File: src/rtl/mem_port_arbiter.sv
// Shares one single-port byte-addressed memory between fetch and data requesters.
// Sub-word stores use read-modify-write. Define ARB_RR_EN for round-robin tie-breaking.
module mem_port_arbiter #(
  parameter logic [31:0] BASE_ADDR = 32'h0100_0000,
  parameter int unsigned MEM_DEPTH = 1048576
) (
  input  logic        clock,
  input  logic        reset,
  input  logic        if_req_valid,
  output logic        if_req_ready,
  input  logic [31:0] if_addr,
  output logic        if_rsp_valid,
  output logic [31:0] if_rsp_data,
  output logic        if_rsp_err,
  input  logic        d_req_valid,
  output logic        d_req_ready,
  input  logic [31:0] d_addr,
  input  logic        d_we,
  input  logic [1:0]  d_size,
  input  logic [31:0] d_wdata,
  output logic        d_rsp_valid,
  output logic [31:0] d_rsp_data,
  output logic        d_rsp_err,
  output logic [31:0] mem_address,
  output logic [31:0] mem_data_in,
  output logic        mem_read_write,
  input  logic [31:0] mem_data_out,
  output logic        busy
);

  // state    | meaning
  // S_IDLE   | waiting for a request
  // S_F_RD   | fetch read
  // S_D_RD   | data load read
  // S_D_WR   | word store write
  // S_RMW_RD | sub-word store, read old word
  // S_RMW_WR | sub-word store, write merged word
  // S_RESP   | one-cycle response pulse to the owner
  typedef enum logic [2:0] {
    S_IDLE, S_F_RD, S_D_RD, S_D_WR, S_RMW_RD, S_RMW_WR, S_RESP
  } state_t;

  localparam logic [32:0] DEPTH33 = 33'(MEM_DEPTH);

  state_t      state, state_next;
  logic        grant_if, grant_d, accept, in_range;
  logic [31:0] acc_addr;
  logic [32:0] offset;
  logic        owner_d, rsp_is_d, rsp_err;
  logic [31:0] addr_q, wdata_q, merge_q, rsp_word;
  logic [1:0]  size_q;
  logic [31:0] if_data_q, d_data_q;
  logic        if_err_q, d_err_q;
`ifdef ARB_RR_EN
  logic        last_if;
`endif

  always_comb begin : arbitrate
`ifdef ARB_RR_EN
    grant_d  = d_req_valid & (~if_req_valid | last_if);
    grant_if = if_req_valid & (~d_req_valid | ~last_if);
`else
    grant_d  = d_req_valid;
    grant_if = if_req_valid & ~d_req_valid;
`endif
    accept   = (state == S_IDLE) & (grant_d | grant_if);
    acc_addr = grant_d ? d_addr : if_addr;
    // 33-bit offset so addresses near the top of the space cannot wrap into range
    offset   = {1'b0, acc_addr} - {1'b0, BASE_ADDR};
    in_range = (acc_addr >= BASE_ADDR) && ((offset + 33'd3) < DEPTH33);
  end

  always_ff @(posedge clock) begin : state_reg
    if (!reset) state <= S_IDLE;
    else        state <= state_next;
  end

  always_comb begin : next_state
    state_next = state;
    case (state)
      S_IDLE: begin
        if (accept) begin
          if (!in_range)      state_next = S_RESP;
          else if (grant_if)  state_next = S_F_RD;
          else if (!d_we)     state_next = S_D_RD;
          else if (d_size[1]) state_next = S_D_WR;
          else                state_next = S_RMW_RD;
        end
      end
      S_F_RD, S_D_RD, S_D_WR, S_RMW_WR: state_next = S_RESP;
      S_RMW_RD:                         state_next = S_RMW_WR;
      S_RESP:                           state_next = S_IDLE;
      default:                          state_next = S_IDLE;
    endcase
  end

  always_comb begin : outputs
    if_req_ready   = (state == S_IDLE) & grant_if;
    d_req_ready    = (state == S_IDLE) & grant_d;
    busy           = (state != S_IDLE);
    if_rsp_valid   = (state == S_RESP) & ~owner_d;
    d_rsp_valid    = (state == S_RESP) & owner_d;
    if_rsp_data    = if_data_q;
    if_rsp_err     = if_err_q;
    d_rsp_data     = d_data_q;
    d_rsp_err      = d_err_q;
    mem_address    = addr_q;
    mem_data_in    = 32'h0;
    mem_read_write = 1'b0;
    rsp_word       = 32'h0;
    // leaving IDLE straight to RESP only happens for an out-of-range request
    rsp_err        = (state == S_IDLE);
    rsp_is_d       = (state == S_IDLE) ? grant_d : owner_d;
    case (state)
      S_F_RD: rsp_word = mem_data_out;
      S_D_RD: begin
        case (size_q)
          2'b00:   rsp_word = {24'h0, mem_data_out[7:0]};
          2'b01:   rsp_word = {16'h0, mem_data_out[15:0]};
          default: rsp_word = mem_data_out;
        endcase
      end
      S_D_WR: begin
        mem_data_in    = wdata_q;
        mem_read_write = 1'b1;
      end
      S_RMW_WR: begin
        mem_data_in    = size_q[0] ? {merge_q[31:16], wdata_q[15:0]}
                                   : {merge_q[31:8], wdata_q[7:0]};
        mem_read_write = 1'b1;
      end
      default: ;
    endcase
  end

  always_ff @(posedge clock) begin : datapath
    if (!reset) begin
      addr_q    <= 32'h0;
      owner_d   <= 1'b0;
      size_q    <= 2'b00;
      wdata_q   <= 32'h0;
      merge_q   <= 32'h0;
      if_data_q <= 32'h0;
      if_err_q  <= 1'b0;
      d_data_q  <= 32'h0;
      d_err_q   <= 1'b0;
`ifdef ARB_RR_EN
      last_if   <= 1'b1;
`endif
    end else begin
      if (accept) begin
        addr_q  <= acc_addr;
        owner_d <= grant_d;
        size_q  <= d_size;
        wdata_q <= d_wdata;
`ifdef ARB_RR_EN
        last_if <= grant_if;
`endif
      end
      if (state == S_RMW_RD) merge_q <= mem_data_out;
      if (state_next == S_RESP) begin
        if (rsp_is_d) begin
          d_data_q <= rsp_word;
          d_err_q  <= rsp_err;
        end else begin
          if_data_q <= rsp_word;
          if_err_q  <= rsp_err;
        end
      end
    end
  end

endmodule

File: config.mk
export PLATFORM = sky130hd
export DESIGN_NAME = mem_port_arbiter
export DESIGN_NICKNAME = d
export VERILOG_FILES = /design/src/rtl/mem_port_arbiter.sv
export SDC_FILE = /design/constraint.sdc
export NUM_CORES = 1
export LEC_CHECK = 0
export CORE_MARGIN = 2
export CORE_UTILIZATION = 48
export CTS_CLUSTER_SIZE = 10
export DETAILED_ROUTE_END_ITERATION = 16
export PLACE_DENSITY = 0.86
export SYNTH_ARGS = -nofsm -noshare
export SYNTH_HDL_FRONTEND = slang
export SYNTH_SLANG_ARGS = --single-unit
File: constraint.sdc
create_clock -name clock -period 6.3 [get_ports clock]
set_input_delay 0.945 -clock clock [delete_from_list [all_inputs] [get_ports clock]]
set_output_delay 0.945 -clock clock [all_outputs]
set_load 0.01 [all_outputs]
==> reports/metrics.yaml <==
start_kind: "flip-flop"
post_cts_buffers: 0
finalSetupViolations: 0
antenna_found_initial: 0
use_met1_pct: 31.6
wirelength_microns: 21100
hold_buffers: 0
syn_area_sq_um: 7170
grt_pass1_wl_microns: 34000
drc: 0
yosys_warnings: 0
pwr-share-seq_pct: 35.6
clk_pin_slew_worst_paths_ns: 0.06
area_growth_pct: 46.7
setup_tns_ns: 0
worst_slack_ns: 2.32
cts_buffers: 17
critPathRequiredTime_ns: 5.35
start_util_pct: 49.2
cts_tree: "built"
hold_path.class: "flip-flop to flip-flop"
use_met3_pct: 8.50
die-area_sq_um: 15900
syn_nets: 945
core_area_sq_um: 14600
p_sw_mw: 1.31
maxCapViolCount: 0
io_pins: 271
port-buffer-count: 270
synthCells: 810
peakVddDrop_mv: 0.259
setup.worst_path.start: "state[1]"
wl_per_cell_microns: 16.9
globalRouteTotalUtil_pct: 26.5
yosysUniqueCellTypes: 52
max_freq_mhz: 251
syn_area_per_cell_sq_um: 8.86
overflow: 0
cp.arrival_ns: 3.03
die_h_microns: 126
htreeDepth: 4
ys_ff_latch: 160
holdWs_ns: 0.455
num_antenna_cells: 0
leakagePower_nw: 4.11
fin_crit_ns: 3.98
yosys-top-cells-area: "dfxtp_1, nand2_1, mux2i_1"
switching_share_pct: 34.9
die_w_microns: 126
powerDensity_nw_per_um2: 358
vias: 6714
drt-pass1-iter-count: 4
gp_congestion: 0.866
dp_slack_ns: 2.01
path_max_fanout: 19
grt_pass1_vias: 6751
drt-vias-per-instance: 5.38
clockRootBuffer: "clkbuf_16"
cts.path.max_buffers: 2
cts_num_sinks: 160
hold_viol_final: 0
path_class: "flip-flop to output pin"
r2r-start: "state[2]"
rsz0062_at_grt: "no"
cts-resized-gates: 0
hpwl_microns: 15000
seq_area_frac_synth_pct: 44.6
status: "finished clean"
slew_headroom_pct: 25.2
grt-busiest-layer: "met2"
dpl.cell_count: 1215
slew_violations: 0
yosysTopAreaCellShare_pct: 44.6
end_kind: "output pin"
tightest_slew_ns: 1.12
instances_no_fill: 1247
fin_skew_ns: 0.00931
worstHoldStart: "d_rsp_data[18]"
dr.first_iter.drc_count: 495
period_share_pct: 63.1
internal-power_mw: 2.45
clkLatencyLatePin_ns: 0.43
fin_nets: 1185
met2_usage_pct: 44.5
combPwrFrac_pct: 36.5
grt_start_max_net_pins: 96
ant_nets: 0
drive_gt1_share_pct: 5.64
yosysTopAreaCell: "dfxtp_1"
p_clk_share_pct: 27.9
rows: 44
## critical path, cell delays in order (launching register included)
cell and delay, ns:
dfxtp_1 0.33, inv_1 0.15, and3_1 0.72, nor2b_1 0.58, a22o_1 0.28, clkdlybuf4s50_1 0.55
## cell type report
class | instances | area, sq um
fill | 1094 | 4070
inverter | 4 | 15.0
timing repair buffer | 278 | 2760
multi-input combinational | 589 | 3710
clock buffer | 19 | 453
sequential | 160 | 3200
tap | 184 | 230
clock inverter | 13 | 151
## metal layers
layer | share of wire [%] | vias up | routed length [microns]
li1 | - | 3281 | -
met1 | 41 | 3110 | 8640
met2 | 48 | 280 | 10200
met3 | 7.9 | 43 | 1670
met4 | 2.9 | 0 | 622
met5 | 0 | - | 0
## power groups by stage
stage                     Sequential, mW  Clock, mW  Combinational (mW)
after floorplan                     1.39          0               0.804
after global placement              1.35          0                1.35
after detailed placement            1.36          0                1.37
after CTS                           1.34       1.06                1.38
after global routing                1.37       1.11                1.50
final                               1.34       1.05                1.37
## kinds of logic after synthesis
logic type      after synthesis  share of synthesized area [%]
buf+inv                      61                           4.05
mux                          84                           11.9
simple gates                343                           21.3
xor+xnor                      3                          0.366
flops                       160                           44.6
compound gates              159                           17.7
## path summary, 6_finish.rpt
check	end	slack, ns	depth (start not counted)
worst max register to register	if_rsp_data[15]	2.91	7
worst min-delay path	d_rsp_data[18]	0.45	2
worst min register to register	d_rsp_data[18]	0.45	2
worst max-delay path	mem_data_in[8]	2.32	5
## synthesized netlist by cell type, drive strengths merged
| cell type | instances |
|---|---|
| a2111oi | 1 |
| a211o | 1 |
| a21boi | 59 |
| a21o | 1 |
| a21oi | 8 |
| a22o | 25 |
| a22oi | 2 |
| a31oi | 2 |
| a41oi | 1 |
| and2 | 10 |
| and3 | 5 |
| and4 | 3 |
| and4b | 1 |
| buf | 13 |
| clkbuf | 44 |
| dfxtp | 160 |
| inv | 4 |
| mux2 | 2 |
| mux2i | 82 |
| nand2 | 257 |
| nand2b | 7 |
| nand3 | 6 |
| nand3b | 2 |
| nand4 | 4 |
| nand4b | 1 |
| nor2 | 19 |
| nor2b | 5 |
| nor3 | 8 |
| nor3b | 8 |
| nor4 | 3 |
| nor4b | 1 |
| o2111a | 1 |
| o211a | 30 |
| o211ai | 3 |
| o21ai | 10 |
| o221ai | 1 |
| o22a | 1 |
| o22ai | 12 |
| o31ai | 1 |
| or2 | 2 |
| or3 | 1 |
| xnor2 | 1 |
| xor2 | 2 |
## cells in the final DEF, fill, tap and decap left out, drive strengths merged, types with 4 or more instances in the layout
master	instances
clkdlybuf4s50	268
nand2	257
dfxtp	160
mux2i	82
a21boi	59
o211a	30
a22o	25
nor2	19
clkbuf	19
o22ai	12
and2	10
buf	10
o21ai	10
a21oi	8
nor3	8
nor3b	8
inv	8
nand2b	7
nand3	6
nor2b	5
and3	5
clkinvlp	5
nand4	4
## stage by stage
step           total power, mW  utilization, %  cell area (sq um)
5_1_grt                   3.97            72.1              10500
3_3_place_gp              2.70            68.0               9920
4_1_cts                   3.78            72.1              10500
3_5_place_dp              2.73            68.0               9920
2_1_floorplan             2.19               -               7170
6_report                  3.76            72.1              10500
No activity file was read; power rests on OpenSTA's default activity.
